--- src/rtl/control_sequencer_if.sv ---
// control_sequencer_if
// Control bundle between the hardwired control unit and the datapath.
// The sequencer (master) drives every strobe plus run/state and reads
// back the IR contents; the datapath (slave) drives ir and consumes the
// strobes one-to-one on its like-named control inputs.
//   ir                                         IR register contents
//   PCout Zlowout MDRout Cout BAout Rout       bus drivers
//   MARIn PCIn MDRIn IRIn YIn ZIn RIn IncPC    register enables / PC++
//   Gra Grb Grc                                register-field selects
//   read write                                 memory strobes
//   add subtract andSignal orSignal            ALU operation select
//   run                                        1 unless halted
//   state                                      current state code (debug)
interface control_sequencer_if;
    logic [31:0] ir;
    logic        PCout, Zlowout, MDRout, Cout, BAout, Rout;
    logic        MARIn, PCIn, MDRIn, IRIn, YIn, ZIn, RIn, IncPC;
    logic        Gra, Grb, Grc;
    logic        read, write;
    logic        add, subtract, andSignal, orSignal;
    logic        run;
    logic [3:0]  state;

    modport master (
        input  ir,
        output PCout, Zlowout, MDRout, Cout, BAout, Rout,
        output MARIn, PCIn, MDRIn, IRIn, YIn, ZIn, RIn, IncPC,
        output Gra, Grb, Grc, read, write,
        output add, subtract, andSignal, orSignal, run, state
    );

    modport slave (
        output ir,
        input  PCout, Zlowout, MDRout, Cout, BAout, Rout,
        input  MARIn, PCIn, MDRIn, IRIn, YIn, ZIn, RIn, IncPC,
        input  Gra, Grb, Grc, read, write,
        input  add, subtract, andSignal, orSignal, run, state
    );
endinterface

--- src/rtl/control_sequencer.sv ---
// control_sequencer
// Hardwired Moore control unit: fetch (T0-T2), decode of ir[31:27], and
// execute steps (T3-T7) for ld/ldi/st/add/sub/and/or/nop/halt.
// Ports:
//   clk  rising-edge system clock
//   clr  asynchronous active-low reset (returns to IDLE, run=1)
//   bus  control_sequencer_if.master: ir in, all strobes/run/state out
// Strobes are decoded from the registered state and the opcode, so they
// follow the state register immediately, including on asynchronous reset.
module control_sequencer #(
    parameter int OPW = 5
) (
    input  logic                 clk,
    input  logic                 clr,
    control_sequencer_if.master  bus
);
    typedef enum logic [3:0] {
        ST_IDLE = 4'b0000,
        ST_T0   = 4'b0111,
        ST_T1   = 4'b1000,
        ST_T2   = 4'b1001,
        ST_T3   = 4'b1010,
        ST_T4   = 4'b1011,
        ST_T5   = 4'b1100,
        ST_T6   = 4'b1101,
        ST_T7   = 4'b1110,
        ST_HALT = 4'b1111
    } state_t;

    localparam logic [4:0] OP_LD   = 5'b00000;
    localparam logic [4:0] OP_LDI  = 5'b00001;
    localparam logic [4:0] OP_ST   = 5'b00010;
    localparam logic [4:0] OP_ADD  = 5'b00011;
    localparam logic [4:0] OP_SUB  = 5'b00100;
    localparam logic [4:0] OP_AND  = 5'b00101;
    localparam logic [4:0] OP_OR   = 5'b00110;
    localparam logic [4:0] OP_HALT = 5'b11001;

    state_t           state_r;
    logic [OPW-1:0]   opcode_s;
    logic             is_ld_s, is_ldi_s, is_st_s, is_alu_s, is_halt_s;
    logic             is_mem_s, is_exec_s;
    logic             ir_unused_s;

    assign opcode_s    = bus.ir[31:32-OPW];
    assign ir_unused_s = ^bus.ir[31-OPW:0];

    // Opcode class decode; anything unrecognised (including nop) is no-exec.
    always_comb begin
        is_ld_s   = 1'b0;
        is_ldi_s  = 1'b0;
        is_st_s   = 1'b0;
        is_alu_s  = 1'b0;
        is_halt_s = 1'b0;
        case (opcode_s)
            OP_LD:   is_ld_s   = 1'b1;
            OP_LDI:  is_ldi_s  = 1'b1;
            OP_ST:   is_st_s   = 1'b1;
            OP_ADD,
            OP_SUB,
            OP_AND,
            OP_OR:   is_alu_s  = 1'b1;
            OP_HALT: is_halt_s = 1'b1;
            default: is_alu_s  = 1'b0;
        endcase
    end

    // ld, ldi and st share the T3/T4 effective-address computation.
    assign is_mem_s  = is_ld_s | is_ldi_s | is_st_s;
    assign is_exec_s = is_mem_s | is_alu_s | is_halt_s;

    // State register and transition logic. The T2 branch looks at ir
    // directly, so the IR contents must already reflect the instruction
    // being fetched by the time T2 completes.
    always_ff @(posedge clk or negedge clr) begin
        if (!clr) begin
            state_r <= ST_IDLE;
        end else begin
            case (state_r)
                ST_IDLE: state_r <= ST_T0;
                ST_T0:   state_r <= ST_T1;
                ST_T1:   state_r <= ST_T2;
                ST_T2:   state_r <= is_exec_s ? ST_T3 : ST_T0;
                ST_T3:   state_r <= is_halt_s ? ST_HALT : ST_T4;
                ST_T4:   state_r <= ST_T5;
                ST_T5:   state_r <= (is_ld_s | is_st_s) ? ST_T6 : ST_T0;
                ST_T6:   state_r <= ST_T7;
                ST_T7:   state_r <= ST_T0;
                ST_HALT: state_r <= ST_HALT;
                default: state_r <= ST_IDLE;
            endcase
        end
    end

    // Moore strobe decode: each state asserts only its listed strobes.
    always_comb begin
        bus.PCout = 1'b0; bus.Zlowout = 1'b0; bus.MDRout = 1'b0;
        bus.Cout  = 1'b0; bus.BAout   = 1'b0; bus.Rout   = 1'b0;
        bus.MARIn = 1'b0; bus.PCIn    = 1'b0; bus.MDRIn  = 1'b0;
        bus.IRIn  = 1'b0; bus.YIn     = 1'b0; bus.ZIn    = 1'b0;
        bus.RIn   = 1'b0; bus.IncPC   = 1'b0;
        bus.Gra   = 1'b0; bus.Grb     = 1'b0; bus.Grc    = 1'b0;
        bus.read  = 1'b0; bus.write   = 1'b0;
        bus.add   = 1'b0; bus.subtract = 1'b0;
        bus.andSignal = 1'b0; bus.orSignal = 1'b0;
        case (state_r)
            ST_T0: begin
                bus.PCout = 1'b1; bus.MARIn = 1'b1;
                bus.IncPC = 1'b1; bus.ZIn   = 1'b1;
            end
            ST_T1: begin
                bus.Zlowout = 1'b1; bus.PCIn  = 1'b1;
                bus.read    = 1'b1; bus.MDRIn = 1'b1;
            end
            ST_T2: begin
                bus.MDRout = 1'b1; bus.IRIn = 1'b1;
            end
            ST_T3: begin
                // Base+displacement for memory ops, rb operand otherwise.
                if (is_mem_s) begin
                    bus.Grb = 1'b1; bus.BAout = 1'b1; bus.YIn = 1'b1;
                end else if (is_alu_s) begin
                    bus.Grb = 1'b1; bus.Rout = 1'b1; bus.YIn = 1'b1;
                end else begin
                    bus.YIn = 1'b0;
                end
            end
            ST_T4: begin
                if (is_mem_s) begin
                    bus.Cout = 1'b1; bus.add = 1'b1; bus.ZIn = 1'b1;
                end else if (is_alu_s) begin
                    bus.Grc       = 1'b1; bus.Rout = 1'b1; bus.ZIn = 1'b1;
                    bus.add       = (opcode_s == OP_ADD);
                    bus.subtract  = (opcode_s == OP_SUB);
                    bus.andSignal = (opcode_s == OP_AND);
                    bus.orSignal  = (opcode_s == OP_OR);
                end else begin
                    bus.ZIn = 1'b0;
                end
            end
            ST_T5: begin
                // ld/st send the address to MAR; ldi and ALU ops write ra.
                if (is_ld_s | is_st_s) begin
                    bus.Zlowout = 1'b1; bus.MARIn = 1'b1;
                end else if (is_ldi_s | is_alu_s) begin
                    bus.Zlowout = 1'b1; bus.Gra = 1'b1; bus.RIn = 1'b1;
                end else begin
                    bus.Zlowout = 1'b0;
                end
            end
            ST_T6: begin
                if (is_ld_s) begin
                    bus.read = 1'b1; bus.MDRIn = 1'b1;
                end else if (is_st_s) begin
                    // read stays low so MDR captures ra from the bus.
                    bus.Gra = 1'b1; bus.Rout = 1'b1; bus.MDRIn = 1'b1;
                end else begin
                    bus.MDRIn = 1'b0;
                end
            end
            ST_T7: begin
                if (is_ld_s) begin
                    bus.MDRout = 1'b1; bus.Gra = 1'b1; bus.RIn = 1'b1;
                end else if (is_st_s) begin
                    bus.write = 1'b1;
                end else begin
                    bus.write = 1'b0;
                end
            end
            default: bus.PCout = 1'b0;
        endcase
    end

    assign bus.run   = (state_r != ST_HALT);
    assign bus.state = state_r;

endmodule

--- src/flat_wrapper.sv ---
// flat-port wrapper written by rule: the top's interface ports become plain ports
module control_sequencer_flat 
#(
    parameter int OPW = 5
)
  (clk, clr, bus_ir, bus_PCout, bus_Zlowout, bus_MDRout, bus_Cout, bus_BAout, bus_Rout, bus_MARIn, bus_PCIn, bus_MDRIn, bus_IRIn, bus_YIn, bus_ZIn, bus_RIn, bus_IncPC, bus_Gra, bus_Grb, bus_Grc, bus_read, bus_write, bus_add, bus_subtract, bus_andSignal, bus_orSignal, bus_run, bus_state);
  control_sequencer_if bus_i ();
  input  logic clk;
  input  logic clr;
  input wire logic [$bits(bus_i.ir)-1:0] bus_ir;
  output wire logic [$bits(bus_i.PCout)-1:0] bus_PCout;
  output wire logic [$bits(bus_i.Zlowout)-1:0] bus_Zlowout;
  output wire logic [$bits(bus_i.MDRout)-1:0] bus_MDRout;
  output wire logic [$bits(bus_i.Cout)-1:0] bus_Cout;
  output wire logic [$bits(bus_i.BAout)-1:0] bus_BAout;
  output wire logic [$bits(bus_i.Rout)-1:0] bus_Rout;
  output wire logic [$bits(bus_i.MARIn)-1:0] bus_MARIn;
  output wire logic [$bits(bus_i.PCIn)-1:0] bus_PCIn;
  output wire logic [$bits(bus_i.MDRIn)-1:0] bus_MDRIn;
  output wire logic [$bits(bus_i.IRIn)-1:0] bus_IRIn;
  output wire logic [$bits(bus_i.YIn)-1:0] bus_YIn;
  output wire logic [$bits(bus_i.ZIn)-1:0] bus_ZIn;
  output wire logic [$bits(bus_i.RIn)-1:0] bus_RIn;
  output wire logic [$bits(bus_i.IncPC)-1:0] bus_IncPC;
  output wire logic [$bits(bus_i.Gra)-1:0] bus_Gra;
  output wire logic [$bits(bus_i.Grb)-1:0] bus_Grb;
  output wire logic [$bits(bus_i.Grc)-1:0] bus_Grc;
  output wire logic [$bits(bus_i.read)-1:0] bus_read;
  output wire logic [$bits(bus_i.write)-1:0] bus_write;
  output wire logic [$bits(bus_i.add)-1:0] bus_add;
  output wire logic [$bits(bus_i.subtract)-1:0] bus_subtract;
  output wire logic [$bits(bus_i.andSignal)-1:0] bus_andSignal;
  output wire logic [$bits(bus_i.orSignal)-1:0] bus_orSignal;
  output wire logic [$bits(bus_i.run)-1:0] bus_run;
  output wire logic [$bits(bus_i.state)-1:0] bus_state;
  assign bus_i.ir = bus_ir;
  assign bus_PCout = bus_i.PCout;
  assign bus_Zlowout = bus_i.Zlowout;
  assign bus_MDRout = bus_i.MDRout;
  assign bus_Cout = bus_i.Cout;
  assign bus_BAout = bus_i.BAout;
  assign bus_Rout = bus_i.Rout;
  assign bus_MARIn = bus_i.MARIn;
  assign bus_PCIn = bus_i.PCIn;
  assign bus_MDRIn = bus_i.MDRIn;
  assign bus_IRIn = bus_i.IRIn;
  assign bus_YIn = bus_i.YIn;
  assign bus_ZIn = bus_i.ZIn;
  assign bus_RIn = bus_i.RIn;
  assign bus_IncPC = bus_i.IncPC;
  assign bus_Gra = bus_i.Gra;
  assign bus_Grb = bus_i.Grb;
  assign bus_Grc = bus_i.Grc;
  assign bus_read = bus_i.read;
  assign bus_write = bus_i.write;
  assign bus_add = bus_i.add;
  assign bus_subtract = bus_i.subtract;
  assign bus_andSignal = bus_i.andSignal;
  assign bus_orSignal = bus_i.orSignal;
  assign bus_run = bus_i.run;
  assign bus_state = bus_i.state;
  control_sequencer #(.OPW(OPW)) u_core (.clk(clk), .clr(clr), .bus(bus_i));
endmodule
--- config.mk ---
export PLATFORM = sky130hd
export DESIGN_NAME = control_sequencer_flat
export DESIGN_NICKNAME = d
export VERILOG_FILES = /design/src/rtl/control_sequencer_if.sv /design/src/rtl/control_sequencer.sv /design/src/flat_wrapper.sv
export SDC_FILE = /design/constraint.sdc
export NUM_CORES = 1
export LEC_CHECK = 0
export ABC_AREA = 1
export BUFFER_PORTS_ARGS = -buffer_cell sky130_fd_sc_hd__buf_2
export CAP_MARGIN = 5
export CORE_MARGIN = 2
export CORE_UTILIZATION = 25
export DETAILED_ROUTE_END_ITERATION = 16
export PLACE_DENSITY = 0.64
export SYNTH_ARGS = -nofsm -noshare
export SYNTH_HDL_FRONTEND = slang
export SYNTH_SLANG_ARGS = --single-unit
--- constraint.sdc ---
create_clock -name clk -period 1.7 [get_ports clk]
set_input_delay 0.425 -clock clk [delete_from_list [all_inputs] [get_ports clk]]
set_output_delay 0.425 -clock clk [all_outputs]
set_load 0.02 [all_outputs]
After elaboration in Yosys (flattened, before gate mapping). Index checks and enable logic that the tools add are counted.

Bits in registers: 4. Bits of input ports: 34. Output and inout bits: 28. Logic and storage cells: 79.

Reduce and logical (&&, ||, !) cells: 5. Mux-type cells: 50. Equality and inequality tests: 17. Bitwise operators: 6.

Operators by type and width (count): two-way mux 1 bit (37); one-hot mux 4 bit (9 select lines) (1); == test 4 bit, second input constant (8); one-hot mux 1 bit (2 select lines) (8); == test 5 x 3 -> 1 bit, second input constant (3); == test 5 x 2 -> 1 bit, second input constant (2); two-way mux 4 bit (2); OR 1 bit (6); == test 5 x 1 -> 1 bit, second input constant (1); == test 5 bit, second input constant (1); zero test 5 bit (1); == test 4 x 3 -> 1 bit, second input constant (1); zero test 4 bit (1); inequality test 4 bit, second input constant (1); OR reduction 2 bit (2); OR reduction 4 bit (1); two-way mux 3 bit (1); one-hot mux 1 bit (3 select lines) (1).

Depth between registers and ports, before layout. Gate-level depths: netlist of the first run.

Depth after elaboration: 8. Depth in mapped cells: 8. Gate-level depth less buffers: 8.

Least setup slack after synthesis of the first run. No wires, ideal clock.

Path type: register -> output. Start: reg u_core.state_r[3] (netlist: u_core.bus.state[3]). End: out bus_MDRIn. Slack: -0.185 ns. Buffers on the path: 0. Data required time: 1.275 ns. Data arrival time: 1.460 ns. Stages on the path, launching flop included: 7. Cell sequence: dfrtp_1 > inv_2 > nor2_4 > inv_1 > nor2_1 > inv_1 > o21ai_0.

Word-level cells in the longest chain between the ends: 2. Elaborated cells between the ends (all ways): 3. Classes of those cells: 2 x eq/ne; 1 x mux.

Ends and longest elaborated chain: start, declared (line control_sequencer.sv:39) `state_t state_r;`; start signal, assigned (line control_sequencer.sv:83) `ST_T2: state_r <= is_exec_s ? ST_T3 : ST_T0;`; start signal, assigned (line control_sequencer.sv:84) `ST_T3: state_r <= is_halt_s ? ST_HALT : ST_T4;`; start signal, assigned (line control_sequencer.sv:86) `ST_T5: state_r <= (is_ld_s | is_st_s) ? ST_T6 : ST_T0;`; == test 4 bit (line control_sequencer.sv:106) `case (state_r)`; one-hot mux 1 bit (2 select lines) (*) (line control_sequencer.sv:106); end, declared (line flat_wrapper.sv:19) `output wire logic [$bits(bus_i.MDRIn)-1:0] bus_MDRIn;`.

Every way passes the cells marked *; elsewhere a longest branch is shown, timed or not.

Worst setup path in the final report of the first run.
Start: reg u_core.state_r[1] (netlist: u_core.bus.state[1]). End: out bus_Zlowout.

Word-level cells in the longest chain between the ends: 2. Elaborated cells between the ends (all ways): 3. Classes of those cells: 2 x eq/ne; 1 x mux.

Ends and longest elaborated chain: == test 4 bit (line control_sequencer.sv:106); one-hot mux 1 bit (2 select lines) (*) (line control_sequencer.sv:106); end, declared (line flat_wrapper.sv:12) `output wire logic [$bits(bus_i.Zlowout)-1:0] bus_Zlowout;`.

Marked as above.

==> impl_summary.log, run 1 <==
[metrics] run status: finished with violations
[metrics] violations in the final reports: negative setup slack
[metrics] length of the first detailed-routing pass in iterations: 4
[metrics] number of global-route vias before repair: ~800
[metrics] number of DRC markers in iteration 0: 11
[metrics] fraction of layout instances using a drive strength above 1: between 60% and 70%
[metrics] residual overflow from global routing: 0
[metrics] delay of the slowest critical-path stage: around 0.44 ns
[metrics] Crit Path Class: flip-flop to output port
[metrics] worst path required time: between 1 and 1.5 ns
[metrics] count of mapped cells out of synthesis: approximately 110
[metrics] P per Cell Area: 1090 nW/um2
[metrics] later-pin clock latency in the skew report: 0.22 ns
[metrics] IO buf count: 34
[metrics] row count: 17
[metrics] signed area change from the synthesized netlist to the final layout: 136%
[metrics] H-Tree Level Count: 1
[metrics] starting density of the core: a little over a quarter
[metrics] # setup viols final: 17
[metrics] # diodes: 0
[metrics] RSZ-0062 raised after global routing: true
[metrics] top library cells by usage in the layout, fill and taps aside: sky130_fd_sc_hd__buf_4 (38), sky130_fd_sc_hd__buf_6 (19), sky130_fd_sc_hd__nand2_1 (16)
[metrics] least setup slack across all paths after layout: -0.178 ns
[metrics] Avg Inst Size Synth: between 5 and 6 um2
[metrics] worst supply voltage drop on vdd: between 0.6 and 0.7 mV
[metrics] synthesized cell area: approximately 570 um2
[metrics] number of nets in the layout: ~210
[metrics] most frequent cell on the critical path: sky130_fd_sc_hd__buf_4
[metrics] clock buffers created by TritonCTS: 3
[metrics] antenna violations before repair: 0
[metrics] first-pass GRT wire length: approximately 3500 um
[metrics] Placer Congestion: about 0.94
[metrics] final setup TNS: -1.65 ns
[metrics] maximum capacitance violations: 0
[metrics] overall power after layout: ~1.5 mW
[metrics] Slew @ Worst Pin: ~0.37 ns
[metrics] Placed Area: between 900 and 1000 um2
[metrics] class of the tightest hold or removal check: input pin to asynchronous set/reset pin
[metrics] warning count from the yosys run: 0
[metrics] clock net sink count: 4
[metrics] total core area: 2170 um2
[metrics] vias per cell: ~4.7
[metrics] number of unique standard cell types used by synthesis: 18
[metrics] routed len/inst: 12.0 um
[metrics] static leakage power: around 0.7 nW
[metrics] number of nets in the synthesized netlist: between 100 and 150
[metrics] setup slack at placement: -0.142 ns
[metrics] #FFs+latches synth: 4
[metrics] DIE AREA: approximately 2700 um2
[metrics] placed cells: 184
[metrics] cell-by-cell listing of the critical path: buf_4, nor2_4, nand2_1, buf_4, o21ai_2, buf_6
[metrics] maximum fanout encountered on the critical timing path: 5
[metrics] WL final: ~2500 um
[metrics] clock-pin transition on the worst setup and hold timing paths: 0.04 ns
[metrics] Die Width: approximately 52 um
[metrics] slowest cell on the critical path: sky130_fd_sc_hd__dfrtp_2
[metrics] post-route minimum period: 1.88 ns
[metrics] arrival time worst endpoint: about 1.5 ns
[metrics] pin count of the biggest net entering global routing: 7
[metrics] most common library cell in the layout ignoring fill and taps: sky130_fd_sc_hd__buf_4
[metrics] endpoint class of the critical path: output port
[metrics] Critical Path Source Type: flip-flop
[metrics] total non-filler cell area in the finished layout: ~1300 um2
[metrics] I/O pin count: 62
[metrics] max reg flops: 4
[metrics] sequential fraction of the synthesis area: 17.6%
[metrics] Max Transition Viols Final: 0
[metrics] DRC errors left: 0
[metrics] total vias in the final route: 960
[metrics] DRT antenna net count: 0
[metrics] gr usage total: approximately 17%
[metrics] highest attainable clock frequency: 533 MHz
[metrics] Max Root-Sink Buffers: 2
[metrics] sum of net half-perimeters after detailed placement: 1640 um
[metrics] period utilisation layout: 110%
[metrics] height of the die: around 52 um
[metrics] CTS tree: built
[metrics] max-slew headroom at the worst pin: around 75%
[metrics] Worst Skew: approximately 0.002 ns
[metrics] buffer type at the clock tree root: sky130_fd_sc_hd__clkbuf_4
[metrics] number of hold-slack violations in the final timing report: 0
[metrics] final instance count without filler cells: just over 200
==> layer usage <==
metal	vias to the layer above	track usage [%]	part of all wire, %
met3	4	2.59	5.9
met5	-	0	0
met1	436	21.1	41
li1	476	-	-
met4	0	5.70	1.1
met2	44	30.6	52
==> power by group <==
group,internal (mW),total (mW),switching [mW]
combinational,0.509,1.13,0.616
clock,0.0784,0.109,0.0310
sequential,0.151,0.234,0.0827
total,0.739,1.47,0.730
==> through the flow <==
| stage | hold slack (ns) | utilization (%) |
|---|---|---|
| after detailed placement | 0.229 | 42.8 |
| final | 0.539 | 61.9 |
| after CTS | 0.528 | 55.8 |
| after floorplan | 0.129 | - |
| after global placement | 0.227 | 42.8 |
| after global routing | 0.560 | 61.9 |
==> worst max-delay path, delay by kind of cell (launching register included) <==
family / cells / cell delay [ns]
buffers and inverters: 3 / 0.44
AO/OA/AOI/OAI: 1 / 0.17
AND/OR/NAND/NOR: 2 / 0.18
flip-flops: 1 / 0.44
==> timing repair <==
| item | in CTS | in global routing |
|---|---|---|
| pin swaps | 14 | 5 |
| endpoints found under the hold margin | 4 | 0 |
| hold buffers | 1 | 0 |
| setup buffers | 13 | 4 |
| endpoints found under the setup margin | 19 | 23 |
| gates cloned | 0 | 0 |
| gates resized for setup | 54 | 32 |
==> worst paths after layout <==
kind | startpoint | endpoint | slack [ns] | cells after the start
max in group asynchronous | clr | u_core.bus.state[1]$_DFF_PN0_ | 1.03 | 2
max | u_core.bus.state[1]$_DFF_PN0_ | bus_Zlowout | -0.18 | 6
min reg2reg | u_core.bus.state[3]$_DFF_PN0_ | u_core.bus.state[1]$_DFF_PN0_ | 0.65 | 3
min | clr | u_core.bus.state[3]$_DFF_PN0_ | 0.54 | 2
min in group clk | u_core.bus.state[3]$_DFF_PN0_ | u_core.bus.state[1]$_DFF_PN0_ | 0.65 | 3
max reg2reg | u_core.bus.state[2]$_DFF_PN0_ | u_core.bus.state[3]$_DFF_PN0_ | 0.41 | 7
==> synthesized netlist by cell type (all sizes together) <==
| cell | count | area [um2] |
|---|---|---|
| dfrtp | 4 | 100 |
| o21ai | 9 | 45.0 |
| nand2 | 25 | 101 |
| buf | 2 | 15.0 |
| nor2 | 24 | 113 |
| clkinv | 1 | 5.00 |
| nand3 | 15 | 80.1 |
| inv | 19 | 71.3 |
| a31oi | 1 | 6.26 |
| nor3 | 2 | 10.0 |
| a21oi | 3 | 15.0 |
| or2 | 1 | 6.26 |
==> layout make-up <==
| class | instances | area [um2] |
|---|---|---|
| Tap cell | 28 | 35.0 |
| Sequential cell | 4 | 104 |
| Clock buffer | 3 | 22.5 |
| Timing Repair Buffer | 70 | 584 |
| Fill cell | 194 | 827 |
| Multi-Input combinational cell | 80 | 514 |
| Inverter | 20 | 82.6 |
==> cell families after synthesis <==
logic type,synth area share [%]
buffers and inverters,16.1
flip-flops,17.6
AO/OA/AOI/OAI,11.7
AND/OR/NAND/NOR,54.6
Note: power is estimated with default switching activity, not from simulation.
==> run 2: changes to the inputs <==
- RECOVER_POWER: default -> 50
==> impl_summary.log, run 2 (same netlist as run 1, synthesis figures left out) <==
[metrics] run status: finished with violations
[metrics] violations in the final reports: negative setup slack
[metrics] antenna violations before repair: 0 (unchanged)
[metrics] arrival time worst endpoint: 1.45 ns (about the same)
[metrics] RR Startpoint: u_core.bus.state[1]$_DFF_PN0_
[metrics] combined flip-flop and latch cell area: 104 um2 (unchanged)
[metrics] cell-by-cell listing of the critical path: buf_4, nor2_4, nand2_1, buf_4, o21ai_2, buf_6
[metrics] WL final: 2460 um (about the same)
[metrics] number of global-route vias before repair: 822 (unchanged)
[metrics] Worst Skew: 0.00220 ns (+0.000187 ns)
[metrics] clock net sink count: 4 (unchanged)
[metrics] # setup viols final: 17 (unchanged)
[metrics] highest attainable clock frequency: 532 MHz (about the same)
[metrics] first-pass GRT wire length: 3480 um (unchanged)
[metrics] Max Root-Sink Buffers: 2 (unchanged)
[metrics] Slew @ Worst Pin: 0.373 ns (+0.00219 ns)
[metrics] # diodes: 0 (unchanged)
[metrics] Critical Path Source Type: flip-flop
[metrics] routed len/inst: 12.0 um (about the same)
[metrics] most common library cell in the layout ignoring fill and taps: sky130_fd_sc_hd__buf_4
[metrics] clock buffers created by TritonCTS: 3 (unchanged)
[metrics] fraction of layout instances using a drive strength above 1: 66.7% (-0.56 points)
[metrics] total non-filler cell area in the finished layout: 1340 um2 (about the same)
[metrics] residual overflow from global routing: 0 (unchanged)
[metrics] Placed Area: 928 um2 (unchanged)
[metrics] worst path required time: 1.27 ns (about the same)
[metrics] length of the first detailed-routing pass in iterations: 6 (+2)
[metrics] buffer type at the clock tree root: sky130_fd_sc_hd__clkbuf_4
[metrics] slowest cell on the critical path: sky130_fd_sc_hd__dfrtp_2
[metrics] Max Transition Viols Final: 0 (unchanged)
[metrics] path length in cells of the critical path: 6 (unchanged)
[metrics] DRC errors left: 0 (unchanged)
[metrics] final-layout fill cell count: 195 (+0.52%)
[metrics] Placer Congestion: 0.943 (unchanged)
[metrics] row count: 17 (unchanged)
[metrics] later-pin clock latency in the skew report: 0.22 ns (about the same)
[metrics] endpoint class of the critical path: output port
[metrics] multi-input combinational cell area: 514 um2 (unchanged)
[metrics] post-route minimum period: 1.88 ns (+0.000761 ns)
[metrics] number of hold-slack violations in the final timing report: 0 (unchanged)
[metrics] cell count of the worst reg-to-reg path: 7 (unchanged)
[metrics] Crit Path Class: flip-flop to output port
[metrics] worst supply voltage drop on vdd: 0.695 mV (-0.13%)
[metrics] I/O pin count: 62 (unchanged)
[metrics] number of nets in the layout: 213 (unchanged)
[metrics] most frequent cell on the critical path: sky130_fd_sc_hd__buf_4
[metrics] class of the tightest hold or removal check: input pin to asynchronous set/reset pin
[metrics] signed area change from the synthesized netlist to the final layout: 136% (about the same)
[metrics] max reg flops: 4 (unchanged)
[metrics] delay of the slowest critical-path stage: 0.44 ns (about the same)
[metrics] pin count of the biggest net entering global routing: 7 (unchanged)
[metrics] clock-pin transition on the worst setup and hold timing paths: 0.04 ns (about the same)
[metrics] Worst setup startpoint: u_core.bus.state[1]$_DFF_PN0_
[metrics] DRT antenna net count: 0 (unchanged)
[metrics] top library cells by usage in the layout, fill and taps aside: sky130_fd_sc_hd__buf_4 (38), sky130_fd_sc_hd__buf_6 (19), sky130_fd_sc_hd__nand2_1 (16)
[metrics] vias per cell: 4.68 (-0.10%)
[metrics] P per Cell Area: 1100 nW/um2 (about the same)
[metrics] least setup slack across all paths after layout: -0.179 ns (-0.000761 ns)
[metrics] number of DRC markers in iteration 0: 11 (unchanged)
[metrics] top cell family by delay on the critical path: buffers and inverters
[metrics] maximum capacitance violations: 0 (unchanged)
[metrics] period utilisation layout: 111% (about the same)
[metrics] total core area: 2170 um2 (unchanged)
[metrics] RSZ-0062 raised after global routing: true
[metrics] Buffers & Inverters on Critical Path: 3 (unchanged)
[metrics] static leakage power: 0.694 nW (-0.40%)
[metrics] DIE AREA: 2670 um2 (unchanged)
[metrics] sum of net half-perimeters after detailed placement: 1640 um (unchanged)
[metrics] gr usage total: 17.2% (unchanged)
[metrics] Die Width: 51.7 um (unchanged)
[metrics] maximum fanout encountered on the critical timing path: 5 (unchanged)
[metrics] H-Tree Level Count: 1 (unchanged)
[metrics] total vias in the final route: 959 (-0.10%)
[metrics] max-slew headroom at the worst pin: 75.0% (-0.15 points)
[metrics] starting density of the core: 26.2% (unchanged)
[metrics] CTS tree: built
[metrics] setup slack at placement: -0.142 ns (unchanged)
[metrics] height of the die: 51.7 um (unchanged)
[metrics] overall power after layout: 1.47 mW (about the same)
[metrics] IO buf count: 34 (unchanged)
run 2: changes by cell type in the layout (fill, tap and decap cells not counted):
cell and delta:
sky130_fd_sc_hd__clkbuf_1 +1, sky130_fd_sc_hd__buf_2 -1
run 2: where the power goes:
part           switching [mW]  internal, mW  leakage, nW
clock network          0.0315        0.0785       0.0138
registers              0.0826         0.151       0.0457
logic                   0.616         0.509        0.634
run 2: metal layers:
| layer | track usage [%] | part of all wire [%] | wire, um | up-vias |
|---|---|---|---|---|
| met5 | 0 | 0 | 0 | - |
| met2 | 30.6 | 52 | 1270 | 40 |
| met4 | 5.70 | 1.5 | 38 | 0 |
| met3 | 2.59 | 5.5 | 134 | 6 |
| li1 | - | - | - | 474 |
| met1 | 21.1 | 41 | 1020 | 439 |
run 2: worst paths after layout:
check                                           endpoint  slack [ns]
max reg2reg                u_core.bus.state[0]$_DFF_PN0_        0.40
max                                          bus_Zlowout       -0.18
max in group asynchronous  u_core.bus.state[1]$_DFF_PN0_        0.95
min reg2reg                u_core.bus.state[1]$_DFF_PN0_        0.65
min                        u_core.bus.state[3]$_DFF_PN0_        0.56
min in group clk           u_core.bus.state[1]$_DFF_PN0_        0.65
run 2: what timing repair did:
item                       CTS  global route
hold endpoints to repair     4             0
resized for setup           54            32
hold buffers                 1             0
buffers inserted            13             4
setup endpoints to repair   19            23
pin swaps                   14             5
run 2: stage by stage:
step | hold WS, ns | setup TNS [ns] | instances | utilization (%)
final | 0.558 | -1.68 | 205 | 61.8
after global routing | 0.579 | -3.00 | 205 | 61.8
after CTS | 0.528 | -0.956 | 201 | 55.8
after detailed placement | 0.229 | -0.698 | 184 | 42.8
after global placement | 0.227 | -0.424 | 184 | 42.8
after floorplan | 0.129 | -0.242 | 106 | -
run 2: layout make-up:
type	instances	share of cell area, %
clock buffers	3	1.68
inverters	20	6.16
multi-input cells	80	38.3
flip-flops and latches	4	7.74
well taps	28	2.61
repair buffers	70	43.5
